**src/rtl/srm_ctrl_pkg.sv**
```systemverilog
// Shared types and encodings for the simple RISC multi-cycle controller.
package srm_ctrl_pkg;

  localparam int unsigned OPC_W   = 3;
  localparam int unsigned OP_W    = 2;
  localparam int unsigned SEL_W   = 2;
  localparam int unsigned STATE_W = 4;

  typedef enum logic [STATE_W-1:0] {
    S_WAIT    = 4'd0,
    S_DECODE  = 4'd1,
    S_WR_IMM  = 4'd2,
    S_GET_A   = 4'd3,
    S_GET_B   = 4'd4,
    S_ALU     = 4'd5,
    S_CMP     = 4'd6,
    S_WR_RD   = 4'd7,
    S_HALT    = 4'd8,
    S_ILLEGAL = 4'd9
  } ctrl_state_t;

  localparam logic [OPC_W-1:0] OPC_MOV  = 3'b110;
  localparam logic [OPC_W-1:0] OPC_ALU  = 3'b101;
  localparam logic [OPC_W-1:0] OPC_HALT = 3'b111;

  localparam logic [OP_W-1:0] ALU_ADD = 2'b00;
  localparam logic [OP_W-1:0] ALU_CMP = 2'b01;
  localparam logic [OP_W-1:0] ALU_AND = 2'b10;
  localparam logic [OP_W-1:0] ALU_MVN = 2'b11;

  // MOV variants share the op field with the ALU group
  localparam logic [OP_W-1:0] MOV_REG = 2'b00;
  localparam logic [OP_W-1:0] MOV_IMM = 2'b10;

  localparam logic [SEL_W-1:0] NSEL_RM = 2'b00;
  localparam logic [SEL_W-1:0] NSEL_RD = 2'b01;
  localparam logic [SEL_W-1:0] NSEL_RN = 2'b10;

  localparam logic [SEL_W-1:0] VSEL_C     = 2'b00;
  localparam logic [SEL_W-1:0] VSEL_IMM8  = 2'b01;
  localparam logic [SEL_W-1:0] VSEL_MDATA = 2'b10;

endpackage

```
**src/rtl/srm_controller.sv**
```systemverilog
// Multi-cycle Moore control FSM: accepts a decoded instruction on s/w and
// sequences register-file, ALU, status and write-back strobes.
module srm_controller
  import srm_ctrl_pkg::*;
(
  input  logic             clk,
  input  logic             reset_n,
  input  logic             s,
  input  logic [OPC_W-1:0] opcode,
  input  logic [OP_W-1:0]  op,
  output logic             w,
  output logic [SEL_W-1:0] nsel,
  output logic             loada,
  output logic             loadb,
  output logic             loadc,
  output logic             loads,
  output logic             asel,
  output logic             bsel,
  output logic [SEL_W-1:0] vsel,
  output logic             write,
  output logic             done,
  output logic             halted,
  output logic             err
);

  ctrl_state_t      state_q, state_d;
  logic [OPC_W-1:0] opc_q;
  logic [OP_W-1:0]  op_q;

  // State register plus instruction latch captured only on the accept edge
  always_ff @(posedge clk) begin
    if (!reset_n) begin
      state_q <= S_WAIT;
      opc_q   <= '0;
      op_q    <= '0;
    end else begin
      state_q <= state_d;
      if (state_q == S_WAIT && s) begin
        opc_q <= opcode;
        op_q  <= op;
      end
    end
  end

  always_comb begin
    state_d = state_q;
    w       = 1'b0;
    nsel    = NSEL_RM;
    loada   = 1'b0;
    loadb   = 1'b0;
    loadc   = 1'b0;
    loads   = 1'b0;
    asel    = 1'b0;
    bsel    = 1'b0;
    vsel    = VSEL_C;
    write   = 1'b0;
    done    = 1'b0;
    halted  = 1'b0;
    err     = 1'b0;

    case (state_q)
      S_WAIT: begin
        w = 1'b1;
        if (s) state_d = S_DECODE;
      end
      S_DECODE: begin
        if (opc_q == OPC_MOV && op_q == MOV_IMM)      state_d = S_WR_IMM;
        else if (opc_q == OPC_MOV && op_q == MOV_REG) state_d = S_GET_B;
        else if (opc_q == OPC_ALU && op_q == ALU_MVN) state_d = S_GET_B;
        else if (opc_q == OPC_ALU)                    state_d = S_GET_A;
        else if (opc_q == OPC_HALT)                   state_d = S_HALT;
        else                                          state_d = S_ILLEGAL;
      end
      S_WR_IMM: begin
        nsel    = NSEL_RN;
        vsel    = VSEL_IMM8;
        write   = 1'b1;
        done    = 1'b1;
        state_d = S_WAIT;
      end
      S_GET_A: begin
        nsel    = NSEL_RN;
        loada   = 1'b1;
        state_d = S_GET_B;
      end
      S_GET_B: begin
        nsel    = NSEL_RM;
        loadb   = 1'b1;
        state_d = (opc_q == OPC_ALU && op_q == ALU_CMP) ? S_CMP : S_ALU;
      end
      S_ALU: begin
        // Single-operand ops pass B through by zeroing the A operand
        loadc   = 1'b1;
        asel    = (opc_q == OPC_MOV) || (op_q == ALU_MVN);
        state_d = S_WR_RD;
      end
      S_CMP: begin
        loads   = 1'b1;
        done    = 1'b1;
        state_d = S_WAIT;
      end
      S_WR_RD: begin
        nsel    = NSEL_RD;
        vsel    = VSEL_C;
        write   = 1'b1;
        done    = 1'b1;
        state_d = S_WAIT;
      end
      S_HALT: begin
        halted  = 1'b1;
      end
      S_ILLEGAL: begin
        err     = 1'b1;
        done    = 1'b1;
        state_d = S_WAIT;
      end
      default: state_d = S_WAIT;
    endcase
  end

endmodule
```
**config.mk**
```make
export PLATFORM = sky130hd
export DESIGN_NAME = srm_controller
export DESIGN_NICKNAME = d
export VERILOG_FILES = /design/src/rtl/srm_ctrl_pkg.sv /design/src/rtl/srm_controller.sv
export SDC_FILE = /design/constraint.sdc
export NUM_CORES = 1
export LEC_CHECK = 0
export ABC_CLOCK_PERIOD_IN_PS = 2500
export BUFFER_PORTS_ARGS = -buffer_cell sky130_fd_sc_hd__buf_2
export CAP_MARGIN = 20
export CORE_UTILIZATION = 45
export DETAILED_ROUTE_END_ITERATION = 8
export PLACE_DENSITY = 0.73
export SYNTH_ARGS = -nofsm -noshare
export SYNTH_HDL_FRONTEND = slang
export SYNTH_SLANG_ARGS = --single-unit
```
**constraint.sdc**
```tcl
create_clock -name clk -period 2.5 [get_ports clk]
set_clock_uncertainty 0.1 [all_clocks]
set_input_delay 0.125 -clock clk [delete_from_list [all_inputs] [get_ports clk]]
set_output_delay 0.125 -clock clk [all_outputs]
set_load 0.01 [all_outputs]
```
Word-level counts from Yosys, hierarchy flattened
Cells that the tools add are included.
{"block": "totals", "ff_bits": 9, "out_inout_bits": 15}
{"block": "classes", "eq_ne": 16, "mux": 20, "n_bitwise": 1, "n_reduce_logical": 12}
{"cell": "one-hot mux 4 bit (6 select lines)", "count": 1}
{"cell": "2-to-1 mux 4 bit", "count": 5}
{"cell": "== test 4 x 3 -> 1 bit, second input constant", "count": 4}
{"cell": "2-to-1 mux 1 bit", "count": 12}
{"cell": "== test 3 bit, second input constant", "count": 3}
{"cell": "== test 4 x 2 -> 1 bit, second input constant", "count": 2}
{"cell": "== test 4 bit, second input constant", "count": 2}
{"cell": "logical AND 1 bit", "count": 5}
{"cell": "== test 2 bit, second input constant", "count": 2}
{"cell": "== test 4 x 1 -> 1 bit, second input constant", "count": 1}
{"cell": "zero test 4 bit", "count": 1}
{"cell": "one-hot mux 2 bit (2 select lines)", "count": 1}
{"cell": "OR reduction 2 bit", "count": 2}
{"cell": "OR reduction 4 bit", "count": 1}
{"cell": "== test 2 x 1 -> 1 bit, second input constant", "count": 1}
{"cell": "zero test 2 bit", "count": 1}
{"cell": "2-to-1 mux 2 bit", "count": 1}
{"cell": "!= test 2 bit, second input constant", "count": 1}
{"cell": "AND reduction 2 bit", "count": 1}
{"cell": "logical OR 1 bit", "count": 1}
{"cell": "inverter 1 bit", "count": 1}

Depth between registers and ports, before layout
Gate-level depths: netlist of run 1.
{"block": "depth", "ltp_word": 7, "mapped_depth": 5, "ltp_nobuf": 3}

Worst setup path before layout of run 1
OpenSTA, ideal clock, no wires.
{"block": "synth_path", "kind": "register to output", "from": "register state_q[2]", "to": "output asel", "t_arrival_ns": 1.203, "required_ns": 2.275, "slack_ns": 1.072, "path_stages_with_launch": 5, "n_path_buf": 1, "cell_sequence": "dfxtp_1 -> buf_2 -> nand2_1 -> nor3_1 -> nor2b_1"}
{"block": "synth_between", "elab_chain_len": 2}
{"element": "start, declared", "line_no": "srm_controller.sv:26", "rtl": "ctrl_state_t state_q, state_d;"}
{"element": "start signal, assigned", "line_no": "srm_controller.sv:37", "rtl": "state_q <= state_d;"}
{"element": "== test 4 x 3 -> 1 bit", "line_no": "srm_controller.sv:61", "rtl": "case (state_q)"}
{"element": "2-to-1 mux 1 bit", "line_no": "srm_controller.sv:61"}
{"element": "end, declared", "line_no": "srm_controller.sv:17", "rtl": "output logic asel,"}
No other way between the ends.

Final worst setup path of run 1
{"block": "layout_path", "from": "register state_q[2]", "to": "output w"}
{"block": "layout_between", "elab_chain_len": 2}
{"element": "zero test 4 bit", "line_no": "srm_controller.sv:61"}
{"element": "2-to-1 mux 1 bit", "line_no": "srm_controller.sv:61"}
{"element": "end, declared", "line_no": "srm_controller.sv:11", "rtl": "output logic w,"}
No other way between the ends.

==> flow_summary.ini, run 1 <==
[yosys]
syn_inst = 83
ys_async_sr_fraction = 0
yosysTopAreaCellShare = 0.2667
synth.area.top_cells = dfxtp_1 (27%), o21a_1 (6.7%), a21boi_1 (5.6%), and3_1 (4.6%), nor3_1 (4.4%)
synth_edf_count = 0
synth.area.mux_share = 0
yosys.area_share.simple = 0.3778
syn_area_um2 = 675.6
synthFlopType = dfxtp_1
synth_fa_ha_area_frac = 0
synth_top_family_by_area = simple AND/OR/NAND/NOR gates
synth_largest_area_cell = dfxtp_1
synth_cell_types = 40
ys_seq_area_frac = 0.2667
synth_compound_gate_area_share = 0.2222
synth-seq-cells = 9
synth.avg_cell_area_um2 = 8.140
synthXorXnorAreaFrac = 0.01296
yosysWarningCount = 0

[pwr]
p_seq_frac = 0.479
pwr-share-clk = 0.309
sw_frac_of_total = 0.3197
powerDensity_nw_per_um2 = 494.8
vdd_drop_max_v = 0.0002701
p_comb_frac = 0.212
internal_power_uw = 255.7
leakagePower_uw = 0.0003444
p_sw_uw = 120.1

[grt]
antenna_found_initial = 0
grt_max_degree = 15
grt_pass1_wl_um = 2104
first_global_vias = 488
overflow = 0
grt_use_total = 0.1975

[worst_setup_path]
arrival_ns = 1.61
cp.required_ns = 2.28
path_max_fanout = 14
critPathLaunchType = flop
end_kind = output pin
rrSetupSlack_ns = 0.87
crit_type = reg -> out

[route]
ant_nets = 0
via_count = 615
wl_per_cell_um = 11.73
drtPass1Iterations = 3
wirelength_um = 1337
vias_per_cell = 5.395
drt_iter0_drc = 9
drc_errors = 0

[timing]
slew_headroom = 0.5149
worst_pin_slew_ns = 0.7216
final_hold_viol_count = 0
max_freq_mhz = 543.5
fin_crit_ns = 1.840
tns_ns = 0
setup-violations-final = 0
fin_crit_sh = 0.7359
rsz0062_at_grt = no
slew_violations = 0

[flow_run]
cap_violations = 0

[finish]
final_area_um2 = 759.5
synthToLayoutAreaGrowth_pct = 12.41
nets = 108
drive_gt1_frac = 0.3131
n_antenna_cell = 0

[floorplanning]
ios = 23
rows = 13
start_util = 0.5005
fp.dieArea_um2 = 1661
die_h_um = 40.75
die_w_um = 40.75
core-area_um2 = 1350

[placement]
gp_congestion = 0.8448
place.port_buffers = 20
placed_area_um2 = 732.0
dp_hpwl_um = 1015

[status]
status = finished, final reports clean

[clock_tree]
clk_pin_slew_ns = 0.07
ctsLongestPathBuffers = 2
root_buffer = clkbuf_4
insertion_delay_ns = 0.27
cts_resized = 0
ctsHtreeMaxLevel = 1
cts_hold_buffers = 0
cts_tree = done
cts.sink_count = 9
cts_made_buffers = 3
cts_setup_buffers = 0

[worst_hold_path]
hp-class = in -> reg
power groups by stage:
stage	Clock (µW)	Sequential [µW]	Combinational, µW
after floorplan	0	166	88.9
final	116	180	79.7
after global routing	134	184	89.1
after CTS	121	180	80.7
after detailed placement	0	183	81.0
after global placement	0	183	78.6
flip-flops by register name (all words and copies together) (netlist names):
name	count
state_q	4
opc_q	3
op_q	2
synthesized netlist by cell type (2+ instances only):
cell,number
nand2b_1,3
nor2_1,4
nand2_1,3
dfxtp_1,9
nand3b_1,2
buf_4,4
a21boi_1,5
nor3_1,6
o21a_1,6
and3_1,5
inv_1,2
a21oi_1,2
nor2b_1,2
buf_2,2
buf_6,2
o21ai_0,2
metrics by stage:
step,std cells,setup slack [ns],hold WS (ns),util,total power [µW]
2_1_floorplan,84,1.072,0.1425,-,255.2
3_3_place_gp,110,0.8721,0.3329,0.5422,262.0
3_5_place_dp,110,0.8368,0.3377,0.5422,264.2
4_1_cts,114,0.6342,0.04645,0.5626,381.7
5_1_grt,114,0.4967,0.03528,0.5626,407.4
6_report,114,0.6602,0.05506,0.5626,375.8
critical path, cell delays in order, from the launching register on:
cell,delay [ns]
dfxtp_1,0.43
nor4_2,0.66
buf_2,0.25
final cells by class:
class / instances / area (µm²)
inverters: 3 / 11.26
fillers: 126 / 590.6
multi-input cells: 63 / 421.7
clock inverters: 1 / 5.005
repair buffers: 20 / 100.1
flip-flops and latches: 9 / 180.2
clock buffers: 3 / 22.52
well taps: 15 / 18.77
cells by family after synthesis:
family,after synthesis
AND/OR/NAND/NOR,39
flip-flops,9
other,1
buffers and inverters,12
XOR/XNOR,1
AO/OA/AOI/OAI,21
placed cells by master, fill, tap and decap left out, drive strengths merged, types with 3 or more instances in the layout:
master / n
nor2: 4
buf: 20
and3: 5
dfxtp: 9
o21ai: 3
o21a: 6
a21boi: 5
clkbuf: 3
inv: 3
nand2b: 4
nor3: 6
nand2: 3
final timing paths:
path                            startpoint         end  cells after the start
worst max register to register  state_q[2]    opc_q[1]                      3
worst min-delay path               reset_n    opc_q[0]                      2
worst min register to register    opc_q[2]  state_q[3]                      1
worst max-delay path            state_q[2]           w                      2
routing by layer:
layer | up-vias | global-route usage | routed length [µm]
li1 | 324 | - | -
met4 | 0 | 0.05000 | 0
met5 | - | 0 | 0
met2 | 12 | 0.2778 | 610
met3 | 0 | 0.09783 | 57
met1 | 279 | 0.2647 | 669
Note: power is estimated with default switching activity, not from simulation.
==> run 2, diff against run 1 <==
--- a/config.mk
+++ b/config.mk
@@ -5,12 +5,13 @@
 export SDC_FILE = /design/constraint.sdc
 export NUM_CORES = 1
 export LEC_CHECK = 0
-export ABC_CLOCK_PERIOD_IN_PS = 2500
+export ABC_AREA = 1
+export ABC_CLOCK_PERIOD_IN_PS = 1900
 export BUFFER_PORTS_ARGS = -buffer_cell sky130_fd_sc_hd__buf_2
 export CAP_MARGIN = 20
 export CORE_UTILIZATION = 45
 export DETAILED_ROUTE_END_ITERATION = 8
-export PLACE_DENSITY = 0.73
+export PLACE_DENSITY = 0.75
 export SYNTH_ARGS = -nofsm -noshare
 export SYNTH_HDL_FRONTEND = slang
 export SYNTH_SLANG_ARGS = --single-unit
==> constraint.sdc (replaced) <==
create_clock -name clk -period 1.9 [get_ports clk]
set_clock_uncertainty 0.1 [all_clocks]
set_input_delay 0.095 -clock clk [delete_from_list [all_inputs] [get_ports clk]]
set_output_delay 0.095 -clock clk [all_outputs]
set_load 0.01 [all_outputs]
==> run 2 against run 1 <==
Compared with the run above:
- first-iteration DRC count rose by 56%
- critical path depth rose by 5
- die area fell by 11%
- clock power rose by 34%
- utilization rose by 8.5 points
- global-route usage rose by 0.66 points
- non-clock buffer count rose by 3
- largest power group unchanged
- cell area fell by 0.16%
- critical path type unchanged
- setup slack got worse by 0.34 ns
- worst hold slack got worse by 0.054 ns
==> flow_summary.ini, run 2 <==
[status]
status = finished, final reports clean

[worst_setup_path]
path_buf_inv = 2
rrSetupSlack_ns = 0.59
crit_type = reg -> out
rr_endpoint = state_q[1]
crit_chain = inv_1 -> nor2_1 -> nand2_1 -> o22ai_1 -> nor2_1 -> nand2_1 -> buf_2
worstSetupStartpoint = state_q[2]
cp_top_family = flip-flops
arrival_ns = 1.38
critPathLaunchType = flop
slowest_delay_ns = 0.37
timing.rr.start = state_q[0]
end_kind = output pin
cp.required_ns = 1.70
timing.critical_path.slowest_stage_cell = dfxtp_1
worst_r2r_path_depth = 6
path_max_fanout = 5

[yosys]
yosys-top-cells-count = nand2_1 (30), inv_1 (17), nor2_1 (17), a21oi_1 (12), dfxtp_1 (9)
synthFlopType = dfxtp_1
yosysMostFrequentCell = nand2_1
yosysWarningCount = 0
ys_async_sr_fraction = 0
synth-seq-cells = 9
synth.avg_cell_area_um2 = 5.660
syn_inst = 105
yosysTopAreaCellShare = 0.3032
ys_seq_area_frac = 0.3032
synth_cell_types = 15
synth.area.top_cells = dfxtp_1 (30%), nand2_1 (19%), inv_1 (11%), nor2_1 (11%), a21oi_1 (10%)
syn_area_um2 = 594.3
synth_largest_area_cell = dfxtp_1
synth_edf_count = 0

[worst_hold_path]
hp-class = in -> reg
min_path_cells = 3
min_from = opcode[1]
whs_endpoint = opc_q[1]

[finish]
nets = 140
n_antenna_cell = 0
layout_common_cells = nand2_1 (30), buf_2 (20), inv_1 (17), nor2_1 (17), a21oi_1 (12)
regMostFlops = state_q
drive_gt1_frac = 0.2214
mostFrequentLayoutCell = nand2_1
top_regs = state_q (4), opc_q (3), op_q (2)
synthToLayoutAreaGrowth_pct = 27.58
largest_reg_flops = 4

[clock_tree]
cts_setup_buffers = 0
cts_tree = done
cts_resized = 0
clk_pin_slew_ns = 0.07
ctsHtreeMaxLevel = 1
cts_hold_buffers = 3
ctsLongestPathBuffers = 2
cts.sink_count = 9
root_buffer = clkbuf_4
insertion_delay_ns = 0.26
cts_made_buffers = 3

[floorplanning]
core-area_um2 = 1171
ios = 23
die_w_um = 38.34
die_h_um = 38.34
start_util = 0.5075
fp.dieArea_um2 = 1470
rows = 12

[route]
vias_per_cell = 4.766
drc_errors = 0
wirelength_um = 1359
wl_per_cell_um = 9.372
ant_nets = 0
drt_iter0_drc = 14
via_count = 691
drtPass1Iterations = 4

[grt]
grt_max_degree = 8
first_global_vias = 550
overflow = 0
antenna_found_initial = 0
grt_use_total = 0.2041
grt_pass1_wl_um = 2139

[timing]
fin_crit_sh = 0.8299
fin_crit_ns = 1.577
max_freq_mhz = 634.2
rsz0062_at_grt = no
timing.final.ws_setup_ns = 0.3232
tns_ns = 0
final_hold_viol_count = 0
slew_violations = 0
hold_ws_ns = 0.0007923
setup-violations-final = 0

[placement]
gp_congestion = 0.8808
dp_hpwl_um = 1077
place.port_buffers = 20
place_ws_ns = 0.6283

[flow_run]
cap_violations = 0

[pwr]
powerDensity_nw_per_um2 = 796.7
vdd_drop_max_v = 0.0007492
leakagePower_uw = 0.0004567
run 2: kinds of logic after synthesis:
logic type             after synthesis  share of synthesized area
AO/OA/AOI/OAI                       15                     0.1326
other                                1                   0.006310
AND/OR/NAND/NOR                     60                     0.4189
buffers and inverters               20                     0.1389
flip-flops                           9                     0.3032
run 2: metrics by stage:
stage	instance area (µm²)	power (µW)	std cells	util
floorplan	598.1	392.8	106	-
detailed placement	700.7	446.0	138	0.5983
global placement	700.7	444.6	138	0.5983
global route	758.2	646.4	145	0.6474
CTS	758.2	602.8	145	0.6474
finish	758.2	604.1	145	0.6474
run 2: cell type report:
type / count / area, µm²
clock buffers: 3 / 22.52
clock inverters: 1 / 5.005
fillers: 113 / 412.9
inverters: 18 / 67.56
multi-input cells: 77 / 335.3
flip-flops and latches: 9 / 180.2
well taps: 14 / 17.52
repair buffers: 23 / 130.1
run 2: where the power goes:
part / internal [µW] / total (µW) / switching [µW]
logic: 76.7 / 210 / 133
clock network: 77.7 / 155 / 77.7
registers: 213 / 239 / 26.3
total: 367 / 604 / 237
run 2: tightest hold or removal path, stage by stage:
cell	delay, ns
buf_2	0.10
nand3_1	0.07
a21oi_1	0.06
run 2: worst max-delay path by stage:
stage | end | cells past startpoint
after floorplan | done | 6
after global placement | done | 7
after detailed placement | state_q[1] | 6
after CTS | done | 7
after global routing | done | 7
final | done | 7
run 2: routing by layer:
metal  track usage  vias up  routed length [µm]
li1              -      371                   -
met4       0.09483        0                   6
met5             0        -                   0
met2        0.3220       16                 609
met3       0.01744        2                  38
met1        0.2796      302                 704
==> run 3, diff against run 2 <==
--- a/config.mk
+++ b/config.mk
@@ -5,13 +5,13 @@
 export SDC_FILE = /design/constraint.sdc
 export NUM_CORES = 1
 export LEC_CHECK = 0
-export ABC_AREA = 1
-export ABC_CLOCK_PERIOD_IN_PS = 1900
+export ABC_AREA = 0
+export ABC_CLOCK_PERIOD_IN_PS = 1600
 export BUFFER_PORTS_ARGS = -buffer_cell sky130_fd_sc_hd__buf_2
 export CAP_MARGIN = 20
 export CORE_UTILIZATION = 45
 export DETAILED_ROUTE_END_ITERATION = 8
-export PLACE_DENSITY = 0.75
+export PLACE_DENSITY = 0.73
 export SYNTH_ARGS = -nofsm -noshare
 export SYNTH_HDL_FRONTEND = slang
 export SYNTH_SLANG_ARGS = --single-unit
==> constraint.sdc (replaced) <==
create_clock -name clk -period 1.6 [get_ports clk]
set_clock_uncertainty 0.1 [all_clocks]
set_input_delay 0.08 -clock clk [delete_from_list [all_inputs] [get_ports clk]]
set_output_delay 0.08 -clock clk [all_outputs]
set_load 0.01 [all_outputs]
==> run 3 against run 2 <==
Compared with the run above:
- global-route usage is essentially flat
- clock-buffer cell count grew 1
- first-iteration DRC count shrank 64%
- final cell count shrank 21%
- clock power grew 13%
- critical endpoint is now halted
- setup slack lost 0.22 ns
- critical path type unchanged
- power shrank 1.3%
==> flow_summary.ini, run 3 (synthesized netlist as in run 1, its figures left out) <==
[status]
status = finished, final reports clean

[worst_setup_path]
arrival_ns = 1.32
critPathLaunchType = flop
cp.required_ns = 1.42
rrSetupSlack_ns = 0.20
end_kind = output pin
worst_r2r_path_depth = 3
worstSetupStartpoint = state_q[1]
timing.rr.start = op_q[0]
crit_type = reg -> out
path_max_fanout = 8
rr_endpoint = state_q[2]
cp-endpoint = halted

[timing]
final_hold_viol_count = 0
fin_crit_sh = 0.9353
rsz0062_at_grt = no
setup-violations-final = 0
fin_crit_ns = 1.497
max_freq_mhz = 668.2
slew_violations = 0
tns_ns = 0

[finish]
top_regs = state_q (4), opc_q (3), op_q (2)
layout_common_cells = buf_2 (20), nor3_1 (6), o21a_1 (6)
n_antenna_cell = 0
mostFrequentLayoutCell = buf_2
drive_gt1_frac = 0.3700
regMostFlops = state_q
instances_no_fill = 115
final_area_um2 = 783.3
synthToLayoutAreaGrowth_pct = 15.93
post-route-util = 0.5802
nets = 109
largest_reg_flops = 4

[grt]
grt_max_degree = 15
grt_use_total = 0.2041
antenna_found_initial = 0
grt_pass1_wl_um = 2145
first_global_vias = 480
overflow = 0

[pwr]
finalPower_uw = 596.2
powerDensity_nw_per_um2 = 761.2
pwr-share-clk = 0.293
p_comb_frac = 0.231
leakagePower_uw = 0.0003502
sw_frac_of_total = 0.3100
vdd_drop_max_v = 0.0004560
p_sw_uw = 184.8
p_seq_frac = 0.476
internal_power_uw = 411.4

[clock_tree]
cts_hold_buffers = 0
cts_tree = done
ctsHtreeMaxLevel = 1
insertion_delay_ns = 0.26
clk_pin_slew_ns = 0.06
cts_made_buffers = 3
root_buffer = clkbuf_4
ctsLongestPathBuffers = 2
cts.sink_count = 9

[floorplanning]
fp.dieArea_um2 = 1661
ios = 23
core-area_um2 = 1350
start_util = 0.5005
die_h_um = 40.75
rows = 13
die_w_um = 40.75

[placement]
dp_hpwl_um = 1035
dp.cells = 111
place.port_buffers = 20
placed_area_um2 = 739.5
gp_congestion = 0.7750

[route]
ant_nets = 0
drc_errors = 0
vias_per_cell = 5.591
drtPass1Iterations = 4
via_count = 643
wl_per_cell_um = 12.64
wirelength_um = 1454
drt_iter0_drc = 5

[worst_hold_path]
hp-class = in -> reg

[flow_run]
cap_violations = 0
-- run 3: changes by cell type in the layout (fill, tap and decap cells not counted), moves of 4 or more --
cell / change
nand2_1: -27
a21oi_1: -10
nor2_1: -13
nand3_1: -7
inv_1: -15
o21a_1: +6
a21boi_1: +5
nor3_1: +6
and3_1: +5
dfxtp_1: -4
-- run 3: worst min path at each step --
stage	depth (start not counted)	startpoint	to
2_1_floorplan	1	reset_n	op_q[0]
3_3_place_gp	2	reset_n	opc_q[0]
3_5_place_dp	2	reset_n	opc_q[1]
4_1_cts	2	reset_n	opc_q[0]
5_1_grt	2	reset_n	opc_q[2]
6_report	2	reset_n	opc_q[0]
-- run 3: layer usage --
layer  share of wire  global-route usage  up-vias
li1                -                   -      327
met1            0.46              0.2671      286
met2            0.46              0.2738       23
met3           0.064             0.09783        7
met4           0.020              0.1000        0
met5               0                   0        -
-- run 3: power groups by stage --
stage	logic (µW)	clock network, µW	registers (µW)
2_1_floorplan	139	0	260
3_3_place_gp	131	0	286
3_5_place_dp	134	0	289
4_1_cts	135	186	285
5_1_grt	151	198	289
6_report	138	175	284
-- run 3: worst max-delay path, cell delays in order, from the launching register on --
cell and delay (ns):
dfxtp_2 0.37, nand2b_1 0.17, or3_1 0.33, inv_1 0.06
buf_2 0.12
-- run 3: metrics by stage --
step	hold slack, ns	setup WS, ns
floorplan	0.09752	0.2166
global placement	0.2857	0.1712
detailed placement	0.2940	0.1247
CTS	0.009493	0.04169
global route	0.003235	0.002829
finish	0.01677	0.1035
-- run 3: final cells by class --
type | instances | area, µm²
clock buffer | 4 | 26.28
fill | 132 | 566.8
inverter | 3 | 11.26
multi-input combinational | 63 | 429.2
sequential | 9 | 190.2
tap | 15 | 18.77
timing repair buffer | 21 | 107.6
-- run 3: what timing repair did --
item | CTS | global route
endpoints found under the setup margin | 4 | 6
cloned | 0 | 0
resized for setup | 3 | 5
setup buffers | 0 | 0
